<file path="src/rtl/fake_netlist_bist_pkg.sv">
// Shared types and step functions for the fake-netlist BIST wrappers.
package fake_netlist_bist_pkg;

  typedef enum logic [1:0] {
    IDLE = 2'd0,
    RUN  = 2'd1,
    DONE = 2'd2
  } state_t;

  localparam int LFSR_W      = 5;
  localparam int LFSR_TAP_HI = 4;
  localparam int LFSR_TAP_LO = 2;

  localparam int              MISR_W    = 16;
  localparam logic [MISR_W-1:0] MISR_POLY = 16'h1021;

  // Fibonacci x^5+x^3+1; the all-zero state is never entered from a non-zero seed.
  function automatic logic [LFSR_W-1:0] lfsr_next(input logic [LFSR_W-1:0] p);
    return {p[LFSR_W-2:0], p[LFSR_TAP_HI] ^ p[LFSR_TAP_LO]};
  endfunction

  function automatic logic [MISR_W-1:0] misr_next(input logic [MISR_W-1:0] s,
                                                  input logic              b);
    logic f;
    f = s[MISR_W-1] ^ b;
    return {s[MISR_W-2:0], 1'b0} ^ (f ? MISR_POLY : '0);
  endfunction

endpackage

</file>
<file path="src/rtl/fake_netlist_misr.sv">
// Serial MISR (poly 16'h1021): clr has priority over en; holds otherwise.
module fake_netlist_misr
  import fake_netlist_bist_pkg::*;
#(
  parameter int SIG_W = MISR_W
) (
  input  logic             clk,
  input  logic             rst,
  input  logic             clr,
  input  logic             en,
  input  logic             bit_i,
  output logic [SIG_W-1:0] sig
);

  logic [SIG_W-1:0] sig_q, sig_d;

  always_comb begin
    sig_d = sig_q;
    if (clr)     sig_d = '0;
    else if (en) sig_d = misr_next(sig_q, bit_i);
  end

  always_ff @(posedge clk or posedge rst) begin
    if (rst) sig_q <= '0;
    else     sig_q <= sig_d;
  end

  assign sig = sig_q;

endmodule

</file>
<file path="src/rtl/fake_netlist_bist_ctrl.sv">
// LFSR launch / MISR capture BIST stage around a 5-in/1-out fake netlist.
// Optional registered golden compare on pass_o when BIST_PASS_CHECK_EN is defined.
module fake_netlist_bist_ctrl
  import fake_netlist_bist_pkg::*;
#(
  parameter int              IN_W    = 5,
  parameter int              NUM_PAT = 31,
  parameter int              SIG_W   = 16,
  parameter logic [IN_W-1:0] SEED    = 5'h01
`ifdef BIST_PASS_CHECK_EN
  ,
  parameter logic [SIG_W-1:0] GOLDEN_SIG = 16'h0000
`endif
) (
  input  logic             clk,
  input  logic             rst,
  input  logic             start,
  output logic             busy,
  output logic             done,
  output logic [IN_W-1:0]  pattern_o,
  input  logic             resp_i,
  output logic [SIG_W-1:0] signature_o,
  output logic             pass_o,
  output logic [1:0]       state_o
);

  // Handshake: start is a one-cycle request, honoured only in IDLE or DONE;
  // busy marks the NUM_PAT apply cycles, done holds until the next start.
  localparam logic [IN_W-1:0] SEED_EFF = (SEED == '0) ? IN_W'(1) : SEED;
  localparam logic [IN_W-1:0] LAST_CNT = IN_W'(NUM_PAT - 1);

  state_t          state_q, state_d;
  logic [IN_W-1:0] pattern_q, pattern_d;
  logic [IN_W-1:0] cnt_q, cnt_d;
  logic            misr_clr, misr_en;

  always_comb begin
    state_d   = state_q;
    pattern_d = pattern_q;
    cnt_d     = cnt_q;
    misr_clr  = 1'b0;
    misr_en   = 1'b0;
    case (state_q)
      IDLE: begin
        pattern_d = SEED_EFF;
        cnt_d     = '0;
        misr_clr  = 1'b1;
        if (start) state_d = RUN;
      end
      RUN: begin
        // resp_i belongs to the pattern retired on this same edge.
        misr_en   = 1'b1;
        pattern_d = lfsr_next(pattern_q);
        cnt_d     = cnt_q + 1'b1;
        if (cnt_q == LAST_CNT) state_d = DONE;
      end
      DONE: begin
        if (start) begin
          state_d   = RUN;
          pattern_d = SEED_EFF;
          cnt_d     = '0;
          misr_clr  = 1'b1;
        end
      end
      default: state_d = IDLE;
    endcase
  end

  always_ff @(posedge clk or posedge rst) begin
    if (rst) begin
      state_q   <= IDLE;
      pattern_q <= SEED_EFF;
      cnt_q     <= '0;
    end else begin
      state_q   <= state_d;
      pattern_q <= pattern_d;
      cnt_q     <= cnt_d;
    end
  end

  fake_netlist_misr #(.SIG_W(SIG_W)) u_misr (
    .clk   (clk),
    .rst   (rst),
    .clr   (misr_clr),
    .en    (misr_en),
    .bit_i (resp_i),
    .sig   (signature_o)
  );

`ifdef BIST_PASS_CHECK_EN
  logic pass_q, pass_d;

  // Compare the value the MISR is about to take, so pass_o is valid with done.
  always_comb begin
    pass_d = pass_q;
    if (misr_clr)
      pass_d = 1'b0;
    else if (state_q == RUN && state_d == DONE)
      pass_d = (misr_next(signature_o, resp_i) == GOLDEN_SIG);
  end

  always_ff @(posedge clk or posedge rst) begin
    if (rst) pass_q <= 1'b0;
    else     pass_q <= pass_d;
  end

  assign pass_o = pass_q;
`else
  assign pass_o = 1'b0;
`endif

  assign busy      = (state_q == RUN);
  assign done      = (state_q == DONE);
  assign pattern_o = pattern_q;
  assign state_o   = state_q;

endmodule
</file>
<file path="config.mk">
export PLATFORM = sky130hd
export DESIGN_NAME = fake_netlist_bist_ctrl
export DESIGN_NICKNAME = d
export VERILOG_FILES = /design/src/rtl/fake_netlist_bist_pkg.sv /design/src/rtl/fake_netlist_misr.sv /design/src/rtl/fake_netlist_bist_ctrl.sv
export SDC_FILE = /design/constraint.sdc
export NUM_CORES = 1
export LEC_CHECK = 0
export CORE_MARGIN = 2
export CORE_UTILIZATION = 51
export DETAILED_ROUTE_END_ITERATION = 16
export PLACE_DENSITY = 0.82
export SYNTH_ARGS = -nofsm -noshare
export SYNTH_HDL_FRONTEND = slang
export SYNTH_SLANG_ARGS = --single-unit
</file>
<file path="constraint.sdc">
create_clock -name clk -period 3.23 [get_ports clk]
set_input_delay 0.646 -clock clk [delete_from_list [all_inputs] [get_ports clk]]
set_output_delay 0.646 -clock clk [all_outputs]
set_load 0.05 [all_outputs]
</file>
Word level (Yosys, flattened, before mapping)

Cells that the tools add are included.

Mux-type cells: 13
Bitwise operators: 3
$add $sub $neg: 1
Equal/unequal tests: 6
Reductions and logical operators: 6

Operators by type and width:

| kind                                                                    | count |
|---|---|
| 16-bit 2-to-1 mux                                                       | 2 |
| 5-bit case mux with 3 select lines                                      | 2 |
| 16-bit bitwise XOR                                                      | 1 |
| 13-bit 2-to-1 mux                                                       | 1 |
| 5-bit 2-to-1 mux                                                        | 2 |
| 5-bit by 1-bit adder with 5-bit output, second input constant           | 1 |
| 5-bit == test, second input constant                                    | 1 |
| 2-bit 2-to-1 mux                                                        | 2 |
| 2-bit by 1-bit inequality test with 1-bit output, second input constant | 2 |
| 2-bit case mux with 2 select lines                                      | 1 |
| 2-bit AND reduction                                                     | 2 |
| 3-bit nonzero test                                                      | 1 |
| 2-bit by 1-bit == test with 1-bit output, second input constant         | 1 |
| 2-bit == test, second input constant                                    | 1 |
| 2-bit zero test                                                         | 1 |
| 1-bit 2-to-1 mux                                                        | 2 |
| 2-bit inequality test, second input constant                            | 1 |
| 1-bit case mux with 2 select lines                                      | 1 |
| 2-bit nonzero test                                                      | 1 |
| 2-bit OR reduction                                                      | 1 |
| 1-bit bitwise XOR                                                       | 2 |

Flip-flop bits (word level): 28
Word-level logic and storage cells: 33
Output and inout port bits: 26
Input bits: 4

Depth between registers and ports, before layout

Word-level depth: 5
Mapped depth: 5
Depth with buffers taken out: 5

Cells and area by module

Synthesis repeated with hierarchy kept, for this count alone.

Cell total of the unflattened synthesis: 112
Area total of the unflattened synthesis: 1283.7 um2

Modules (own cells, without submodules):

| module                 | sequential area each (um2) | cells each | area an instance (um2) | times used |
|---|---|---|---|---|
| fake_netlist_misr      | 400.4                      | 59         | 696.9                  | 1 |
| fake_netlist_bist_ctrl | 301.5                      | 53         | 586.8                  | 1 |

Worst setup path before layout

OpenSTA, ideal clock, no wires.

Kind: register -> output
Start: register state_q[1] (netlist: state_o[1])
End: output port done
Data arrival time: 1.479 ns
Setup slack: 1.105 ns
Path buffers: 0
Required time: 2.584 ns
Stages on the path, launching flop included: 2
Cells stage by stage: dfrtp_1 nor2b_1

Longest elaborated chain between the ends: 1

RTL lines:

| element                  | line                          | source |
|---|---|---|
| start: declaration       | fake_netlist_bist_ctrl.sv:32  | `state_t state_q, state_d;` |
| start signal: assignment | fake_netlist_bist_ctrl.sv:75  | `state_q <= state_d;` |
| 2-bit == test            | fake_netlist_bist_ctrl.sv:113 | `assign done = (state_q == DONE);` |
| end: declaration         | fake_netlist_bist_ctrl.sv:19  | `output logic done,` |

Every way passes these cells.

Worst setup path after layout

Start: register state_q[1] (netlist: state_o[1])
End: output port busy

Longest elaborated chain between the ends: 1

RTL lines:

| element                                  | line                          | source |
|---|---|---|
| 2-bit by 1-bit == test with 1-bit output | fake_netlist_bist_ctrl.sv:112 | `assign busy = (state_q == RUN);` |
| end: declaration                         | fake_netlist_bist_ctrl.sv:18  | `output logic busy,` |

Every way passes these cells.

==> metrics.txt <==
Final Critical Period=around 2.5 ns; Worst Setup Start Kind=register; Area Growth Syn to Fin=26.2%; Synth top area share=between 50% and 60%; Post-Synth Simple-Gate Area=about 6%; sequential share of the synthesized area=between 60% and 70%; slew margin rel.=roughly 65%; CP endpoint kind=primary output; syn_nets=93; core area=between 0.002 and 0.0025 mm^2; global-route wire length before repair=3970 um; Resized cells post-CTS=0; clk sink count=28; Yosys warnings=0; outcome=finished clean; Seq. cell area=between 700 and 800 um^2; leading area contributor after synthesis=dfrtp_1; Post-Synth Adder-Cell Area=under 10%; Synth Instances=87; compound-cell area share of the yosys netlist=between 20 and 25%; Synth cell types=22; Max Cap Violations=0; DRC Markers=0; Skew-Pair Late Insertion Delay=around 0.32 ns; Max Fclk=slightly below 0.4 GHz; Max FO, Critical Path=6; Arr. time, crit path=approximately 1.9 ns; Fin. Hold Viols=0; number of core rows=17; Final nets=122; Final Skew=0.00114 ns; Inserted Diodes=0; fin. max-slew vios=0; synthesized area per cell=about 13 um^2; Clock Tree Root=clkbuf_4; post-synthesis mux area share=0%; Final ANT Viol Nets=0; reg2reg end=u_misr.sig[14]; Reg clk slew, reported paths=approximately 0.14 ns; vias in the first global route=804; reg2reg path depth=4; Synth Cell Area=around 0.0012 mm^2; wire per inst=about 16 um; CTS tree=built; CTS buffer count=3; Worst EP required=about 2.6 ns; hold depth=2; RePlAce Congestion=roughly 0.74; Port Buf Inserts=28; vias per cell=between 5 and 6; launch point of the worst reg-to-reg path=state_o[1]; hold buffers post-CTS=0; Worst-Margin Slew=just over 0.5 ns; xor and xnor area share after synthesis=4.52%; worst hold endpoint=pattern_o[0]; initial core utilization=53.1%; Die Ht=between 50 and 60 um; main combinational cell family by area after synthesis=compound AO/OA/AOI/OAI gates; kind of critical path=register to primary output; total negative slack=0 ns; worst hold start=pattern_o[0]; period utilization=slightly below 80%; htree depth=1; via count=roughly 800; area of the multi-input gates=roughly 400 um^2; final wirelength=between 2000 and 2500 um; DRT iter0 DRCs=11; largest net degree at the start of global routing=29; GRT Total Usage=20.4%; post-detail-place hpwl=1580 um; DIE AREA=~0.0027 mm^2; unrepaired setup endpoints after global routing=false; FILL cells=~180; GRT overflow=0; Hold Path Class=register to register; largest cells by area after synthesis=dfrtp_1, a22o_1, buf_6; r2r setup slk=approximately 2.0 ns; Finish-stage setup viols=0; # IOs=30; initial antenna violation count=0; drt pass-1 iters=4; CTS Buffer Depth=2; DIE WIDTH=about 52 um; postcts setup bufs=0; Synth Register Bits=28; ratio of cells with drive above 1 in the final layout=around 7.8%
per-stage QoR:
step	utilization (%)	setup slack (ns)	cell area, um^2	instances	hold WS (ns)
finish	67.0	0.685	1470	143	0.531
global route	67.0	0.570	1470	143	0.546
floorplan	-	1.11	1160	87	0.507
detailed placement	65.8	1.05	1440	139	0.511
global placement	65.8	1.09	1440	139	0.481
CTS	67.0	0.670	1470	143	0.529
cell usage after synthesis:
library cell	number
nand3_1	3
buf_2	2
a22o_1	23
nand4_1	1
inv_1	4
nand2b_1	1
inv_2	1
a22oi_1	1
nand2_1	2
and2_4	1
nor2b_1	2
buf_4	1
o21ai_0	1
nand2b_4	1
xnor2_1	3
conb_1	1
o2bb2ai_1	3
dfrtp_1	27
ha_1	2
xor2_1	3
buf_6	3
dfstp_2	1
area by class of cell:
cell class / count / share of cell area [%]
Multi-Input combinational cell: 48 / 26.7
Sequential cell: 28 / 47.8
Inverter: 5 / 1.28
Clock buffer: 4 / 1.79
Timing Repair Buffer: 30 / 20.1
Tap cell: 28 / 2.39
flip-flops by register name, indices dropped and copies added (netlist names):
register    flops
u_misr.sig     16
cnt_q           5
pattern_o       5
state_o         2
worst max-delay path by stage:
stage                    start  endpoint  slack [ns]  cells past startpoint
finish              state_o[1]      busy        0.69                      3
CTS                 state_o[1]      busy        0.67                      3
floorplan           state_o[1]      done        1.11                      1
global placement    state_o[1]      busy        1.09                      3
global route        state_o[1]      busy        0.57                      3
detailed placement  state_o[1]      busy        1.05                      3
layer usage:
layer  track usage (%)  vias to the layer above  part of all wire [%]
met5                 0                        -                     0
met4              3.95                        0                  0.35
met3              6.32                        2                   4.4
met2              31.0                       20                    51
met1              29.3                      409                    45
li1                  -                      370                     -
cells by family after synthesis:
family	after synthesis
flops	28
xor+xnor	6
other cells	1
buf+inv	11
fa+ha+maj	2
compound gates	28
simple gates	11
layout by cell type, fill, tap and decap left out:
cell,count
inv_2,1
ha_1,2
clkbuf_1,1
conb_1,1
dfstp_2,1
nand2_1,2
xnor2_1,3
xor2_1,3
dfrtp_1,27
buf_4,2
and2_4,1
nand2b_1,1
o2bb2ai_1,3
clkdlybuf4s50_1,28
a22o_1,23
nor2b_1,2
clkbuf_4,3
nand3_1,3
a22oi_1,1
o21ai_0,1
inv_1,4
nand2b_4,1
nand4_1,1
critical path: stages, from the launching register on:
cell	delay [ns]
dfrtp_1	0.45
nand2b_1	0.24
inv_2	0.09
clkdlybuf4s50_1	0.79
Power is left out: the tool's default activity adds up to more than one toggle a clock period on the data nets, which glitch-free logic cannot reach.
